==> src/rtl/x161_seq_pkg.sv <==
// x161_seq_pkg: shared types and helpers for the 74161 chain sequencer.
// Contents: state_t FSM encoding, STAGE_W (bits per counter stage), all_ones(w) mask helper.
package x161_seq_pkg;
    localparam int STAGE_W = 4;
    typedef enum logic [1:0] {IDLE, LOAD, RUN, DONE} state_t;
    function automatic logic [63:0] all_ones(input int w);
        return (64'd1 << w) - 64'd1;
    endfunction
endpackage

==> src/rtl/x161_prescaler.sv <==
// x161_prescaler: tick divider for the chain sequencer, built only with X161_PRESCALE_EN.
// Ports: CP clock, CR async active-low reset, clr restarts the divide period,
//        div selects a tick every div+1 cycles, tick is the combinational enable pulse.
`ifdef X161_PRESCALE_EN
module x161_prescaler #(
    parameter int PRESC_W = 4
) (
    input  logic               CP,
    input  logic               CR,
    input  logic               clr,
    input  logic [PRESC_W-1:0] div,
    output logic               tick
);
    logic [PRESC_W-1:0] cnt_q, cnt_d;
    assign tick = (cnt_q == div);
    always_comb cnt_d = (clr || tick) ? '0 : cnt_q + 1'b1;
    always_ff @(posedge CP or negedge CR)
        if (!CR) cnt_q <= '0;
        else cnt_q <= cnt_d;
endmodule
`endif

==> src/rtl/x161_chain_sequencer.sv <==
// x161_chain_sequencer: one-shot/periodic timer controller for a cascade of 74161 counters.
// Optional feature macro: X161_PRESCALE_EN (RUN actions only on prescaler ticks).
// Ports: CP clock; CR async active-low reset; start/stop/pause/periodic control;
//        preset start value; presc_div prescaler select; q_in chain Q (stage 0 in LSBs);
//        cnt_cr_n/cnt_pe_n/cnt_cep/cnt_cet/cnt_d chain controls; busy/done/wrap status.
module x161_chain_sequencer
    import x161_seq_pkg::*;
#(
    parameter int N_STAGE = 2,
    parameter int PRESC_W = 4
) (
    input  logic                         CP,
    input  logic                         CR,
    input  logic                         start,
    input  logic                         stop,
    input  logic                         pause,
    input  logic                         periodic,
    input  logic [STAGE_W*N_STAGE-1:0]   preset,
    input  logic [PRESC_W-1:0]           presc_div,
    input  logic [STAGE_W*N_STAGE-1:0]   q_in,
    output logic                         cnt_cr_n,
    output logic                         cnt_pe_n,
    output logic                         cnt_cep,
    output logic                         cnt_cet,
    output logic [STAGE_W*N_STAGE-1:0]   cnt_d,
    output logic                         busy,
    output logic                         done,
    output logic                         wrap
);
    localparam int W = STAGE_W * N_STAGE;
    localparam logic [W-1:0] MAX = W'(all_ones(W));

    state_t         state_q, state_d;
    logic [W-1:0]   preset_q, preset_d;
    logic           periodic_q, periodic_d;
    logic           busy_q, busy_d, done_q, done_d, wrap_q, wrap_d, cr_n_q, cr_n_d;
    logic           tick, max, act, accept;

    assign accept = (state_q == IDLE) && start && !stop;

`ifdef X161_PRESCALE_EN
    x161_prescaler #(.PRESC_W(PRESC_W)) u_presc (
        .CP   (CP),
        .CR   (CR),
        .clr  (accept),
        .div  (presc_div),
        .tick (tick)
    );
`else
    logic unused_presc_div;
    assign unused_presc_div = ^presc_div;
    assign tick = 1'b1;
`endif

    // act: a RUN cycle where the chain is allowed to move (tick present, not paused)
    assign max      = (q_in == MAX);
    assign act      = (state_q == RUN) && tick && !pause;
    assign cnt_pe_n = !((state_q == LOAD) || (act && max && periodic_q));
    assign cnt_cep  = act && !max;
    assign cnt_cet  = cnt_cep;
    assign cnt_d    = preset_q;
    assign cnt_cr_n = cr_n_q;
    assign busy     = busy_q;
    assign done     = done_q;
    assign wrap     = wrap_q;

    always_comb begin
        state_d    = state_q;
        preset_d   = preset_q;
        periodic_d = periodic_q;
        if (accept) begin
            state_d    = LOAD;
            preset_d   = preset;
            periodic_d = periodic;
        end else if (stop && state_q != IDLE) state_d = IDLE;
        else if (state_q == LOAD) state_d = RUN;
        else if (state_q == DONE) state_d = IDLE;
        else if (act && max && !periodic_q) state_d = DONE;
        busy_d = (state_d == LOAD) || (state_d == RUN);
        done_d = (state_q == DONE) && !stop;
        wrap_d = act && max && periodic_q && !stop;
        cr_n_d = !(stop && state_q != IDLE);
    end

    always_ff @(posedge CP or negedge CR)
        if (!CR) begin
            state_q    <= IDLE;
            preset_q   <= '0;
            periodic_q <= 1'b0;
            busy_q     <= 1'b0;
            done_q     <= 1'b0;
            wrap_q     <= 1'b0;
            cr_n_q     <= 1'b1;
        end else begin
            state_q    <= state_d;
            preset_q   <= preset_d;
            periodic_q <= periodic_d;
            busy_q     <= busy_d;
            done_q     <= done_d;
            wrap_q     <= wrap_d;
            cr_n_q     <= cr_n_d;
        end
endmodule

==> config.mk <==
export PLATFORM = sky130hd
export DESIGN_NAME = x161_chain_sequencer
export DESIGN_NICKNAME = d
export VERILOG_FILES = /design/src/rtl/x161_seq_pkg.sv /design/src/rtl/x161_prescaler.sv /design/src/rtl/x161_chain_sequencer.sv
export SDC_FILE = /design/constraint.sdc
export NUM_CORES = 1
export LEC_CHECK = 0
export ABC_CLOCK_PERIOD_IN_PS = 2500
export BUFFER_PORTS_ARGS = -buffer_cell sky130_fd_sc_hd__buf_2
export CORE_AREA = 2 2 46 48
export DETAILED_ROUTE_END_ITERATION = 6
export DIE_AREA = 0 0 48 50
export GPL_ROUTABILITY_DRIVEN = 0
export PLACE_DENSITY = 0.68
export RECOVER_POWER = 50
export SKIP_CTS_REPAIR_TIMING = 1
export SYNTH_ARGS = -nofsm -noshare
export SYNTH_HDL_FRONTEND = slang
export SYNTH_SLANG_ARGS = --single-unit
export TNS_END_PERCENT = 20
==> constraint.sdc <==
create_clock -name CP -period 2.5 [get_ports CP]
set_clock_uncertainty 0.2 [all_clocks]
set_input_delay 0.125 -clock CP [delete_from_list [all_inputs] [get_ports CP]]
set_output_delay 0.125 -clock CP [all_outputs]
set_load 0.02 [all_outputs]
# Word level (Yosys, flattened, before mapping)
# Index checks and enable logic that the tools add are counted.
# Widths: inputs -> output; s select.
# totals
register_bits	15
in_bits	26
word_cells	38
# classes
n_eq_ne	6
muxes	5
n_reduce_logical	20
# op_table
op	n
$logic_and 1x1->1	10
$mux 2	5
$eq 8x8->1 const B	1
$eq 2x2->1 const B	3
$logic_not 1->1	6
$eq 2x1->1 const B	2
$logic_not 2->1	1
$logic_or 1x1->1	2
$reduce_bool 2->1	1

# Logic depth before layout (Yosys ltp)
# depth
depth_word	11
depth_mapped	6
depth_no_buf	6

# Worst setup path before layout
# Ideal clock, no wire load.
# synth_timing
path_type	register -> register
start	reg state_q[0]
end	reg preset_q[0], in the netlist cnt_d[0]
setup_ps	128
arrival_ps	1275
required_time_ps	2172
slack_ps	897
stages_incl_launch_ff	6
path_buffers	1
synth_period_minus_slack_ps	1603
cell_sequence	dfrtp_1 inv_1 ha_1 nand3b_4 buf_4 mux2_1
# synth_between
elab_chain_cells	3
# synth_lines
element	line	text
from (decl)	x161_chain_sequencer.sv:33	state_t state_q, state_d;
from (signal assigned)	x161_chain_sequencer.sv:95	state_q <= state_d;
$logic_not 2->1	x161_chain_sequencer.sv:39	assign accept = (state_q == IDLE) && start && !stop;
$logic_and 1x1->1 (2 in a row)	x161_chain_sequencer.sv:39	
to (signal assigned)	x161_chain_sequencer.sv:96	preset_q <= preset_d;
to (decl)	x161_chain_sequencer.sv:34	logic [W-1:0] preset_q, preset_d;
# Every way passes these cells.
# A chain may end at the register's enable or synchronous reset.

# Worst setup path in the final report
# layout_timing
start	reg state_q[0]
end	out cnt_pe_n
# layout_between
elab_chain_cells	6
# layout_lines
element	line	text
$eq 2x2->1	x161_chain_sequencer.sv:57	assign act = (state_q == RUN) && tick && !pause;
$logic_and 1x1->1	x161_chain_sequencer.sv:57	
$logic_and 1x1->1 (2 in a row)	x161_chain_sequencer.sv:58	assign cnt_pe_n = !((state_q == LOAD) || (act && max && periodic_q));
$logic_or 1x1->1 (*)	x161_chain_sequencer.sv:58	
$logic_not 1->1 (*)	x161_chain_sequencer.sv:58	
to (decl)	x161_chain_sequencer.sv:22	output logic cnt_pe_n,
# Mark *: on every way between the ends. The rest lies on a longest branch, timed or not.

==> summary.txt <==
Power
  • Comb pwr share: 48.0%
  • Peak supply drop: 0.653 mV
  • Switching Fraction: 40.6%
  • Design Power: 0.00105 W
  • Clk pwr share: 12.3%
  • Switching power of the nets: 0.000424 W
  • Leakage: 0.506 nW
  • PD cells: 1010 nW/um2
  • Int Power: 0.000621 W
  • Flop pwr share: 39.7%

STA
  • TNS Setup: 0 ns
  • Worst slew pin tran: 0.764 ns
  • Final setup violation count: 0
  • Pins over their slew limit: 0
  • Fin crit share: 73.2%
  • RSZ-0062 raised after global routing: false
  • Minimum clock period: 1.83 ns
  • Fin. Hold Viols: 0
  • Highest clock rate: 546 MHz
  • Slew HR: 49.1%

Clock tree
  • Total CTS buffers: 3
  • Clock Latency Late Sink: 0.27 ns
  • Max H-tree Level: 1
  • Clock sink total: 15
  • CTS tree: done
  • CTS clk-pin slew, worst paths: 0.08 ns
  • Root Buffer Master: clkbuf_4
  • Clock Path Buffers: 2

GRT
  • Vias in the first global route: 530
  • First-pass GRT wire length: 2.04 mm
  • Initial antenna violation count: 0
  • Pin count of the biggest net entering global routing: 16
  • Gr ovfl total: 0
  • GRT Overall Usage: 11.7%

Logic synthesis
  • Cell count after synthesis: 54
  • Warnings, synthesis: 0
  • Synthesized Nets: 84
  • Yosys reg bits: 15
  • Register area share after synthesis: 53.2%
  • Synth unique cells: 22
  • Average size of a mapped cell: 13.1 um2
  • Mapped cell area: 708 um2

Final layout
  • Final Core Density: 54.4%
  • Nets: 134
  • Multi-input logic area: 302 um2
  • Sequential cell area: 377 um2
  • Syn-to-layout area delta: 46.1%
  • Most common cell after layout, fill and taps aside: buf_2
  • Proportion of layout cells with a drive suffix above 1: 36.9%
  • Fill count: 181
  • Commonest non-fill, non-tap cells in the layout: buf_2, dfrtp_1, dlygate4sd3_1
  • Non-Filler Instances: 130
  • # diodes: 0

Worst setup path
  • CP max-delay cell: dfrtp_1
  • Critical Path Max Stage Delay: 0.46 ns
  • Maximum fanout along the worst path: 6
  • Critical path type: reg2out
  • Crit-path cells: inv_1 -> ha_1 -> nor2b_1 -> a31oi_1 -> buf_2
  • Startpoint Class: register
  • WP data required: 2.17 ns
  • Worst EP arrival: 1.51 ns
  • Setup crit end kind: output pin

Floorplanning
  • Die area: 2400 um2
  • Placeable Area: 1900 um2
  • FP Rows: 16
  • IO Count: 41
  • Die Y-Extent: 50 um
  • Initial core utilization: 37.2%
  • Chip Width: 48 um

Route
  • Vias/cell: 4.38
  • Residual DRC count: 0
  • Final ANT Viol Nets: 0
  • Wire length per cell: 10.9 um
  • Pre-Repair DR Iteration Count: 2
  • DRT iter0 DRCs: 4
  • Via count: 569
  • DRT Wirelength: 1.42 mm

Place
  • IO Port Bufs: 36
  • Dpl cells: 115
  • Post-detail-place hpwl: 1.04 mm

Hold path
  • Worst Hold Class: in2reg

Run
  • Max-cap viol count: 0

Status
  • Outcome: completed
## layer usage
layer	GRT usage, %	vias up	part of all wire, %
met1	10.6	269	39
met5	0	-	0
li1	-	286	-
met4	3.15	0	0.71
met3	4.40	2	3.0
met2	22.4	12	57
## state kept, by name (all words and copies together), names as in the netlist
name	count
cnt_d	8
state_q	2
busy	1
cnt_cr_n	1
done	1
periodic_q	1
wrap	1
## logic make-up after synthesis
family / share of synthesized area [%]
DFF: 53.2
buffers and inverters: 4.24
adders and majority gates: 7.07
muxes: 14.3
and+or+nand+nor: 14.3
AOI/OAI and AO/OA: 6.89
## synth_stat cells, drive strengths merged
master  count  area share (%)
a21oi       1             1.2
mux2        9              14
o41a        1             1.8
buf         2             2.1
and4b       1             1.4
o211ai      1             1.1
ha          4             7.1
inv         4             2.1
nor4        1             1.8
nor2        3             1.6
nand2b      1            0.88
o31a        1             1.2
and3        1            0.88
o21ai       1            0.71
nand4       2             1.8
dfstp       1             3.7
dfrtp      14              49
nand2       1            0.53
nor2b       3             2.7
a31oi       1            0.88
nand3b      1             2.8
## metrics by stage
stage | hold slack [ns] | setup slack (ns) | cell area [um2]
after global placement | -0.160 | 0.832 | 907
after detailed placement | -0.159 | 0.807 | 907
final | 0.0108 | 0.669 | 1030
after floorplan | -0.371 | 0.897 | 708
after CTS | -0.464 | 0.652 | 933
after global routing | 0.00776 | 0.587 | 1030
## power by group through the flow
| stage | clock network, W | logic, W | registers [W] |
|---|---|---|---|
| 3_5_place_dp | 0 | 0.000504 | 0.000419 |
| 4_1_cts | 0.000136 | 0.000506 | 0.000415 |
| 2_1_floorplan | 0 | 0.000249 | 0.000520 |
| 3_3_place_gp | 0 | 0.000494 | 0.000414 |
| 5_1_grt | 0.000145 | 0.000548 | 0.000431 |
| 6_report | 0.000129 | 0.000502 | 0.000415 |
## worst paths after layout
kind	startpoint	to	slack, ns	cells after the start
max in group asynchronous	CR	wrap	1.39	2
min in group asynchronous	CR	cnt_d[5]	0.23	2
worst min-delay path	pause	wrap	0.01	3
worst max register to register	state_q[0]	busy	0.78	6
worst max-delay path	state_q[0]	cnt_pe_n	0.67	5
worst min register to register	cnt_d[2]	cnt_d[2]	0.29	1
## final cells by class
type / instances / area share (%)
timing repair buffer: 47 / 27.2
sequential: 15 / 36.4
multi-input combinational: 33 / 29.1
inverter: 4 / 1.45
tap: 27 / 3.26
clock buffer: 4 / 2.54
## worst max-delay path: cells and delay by family (launching register included)
kind,cells,cell delay (ns)
compound gates,1,0.16
simple gates,1,0.14
flops,1,0.46
buf+inv,2,0.27
fa+ha+maj,1,0.21
No activity file was read; power rests on OpenSTA's default activity.
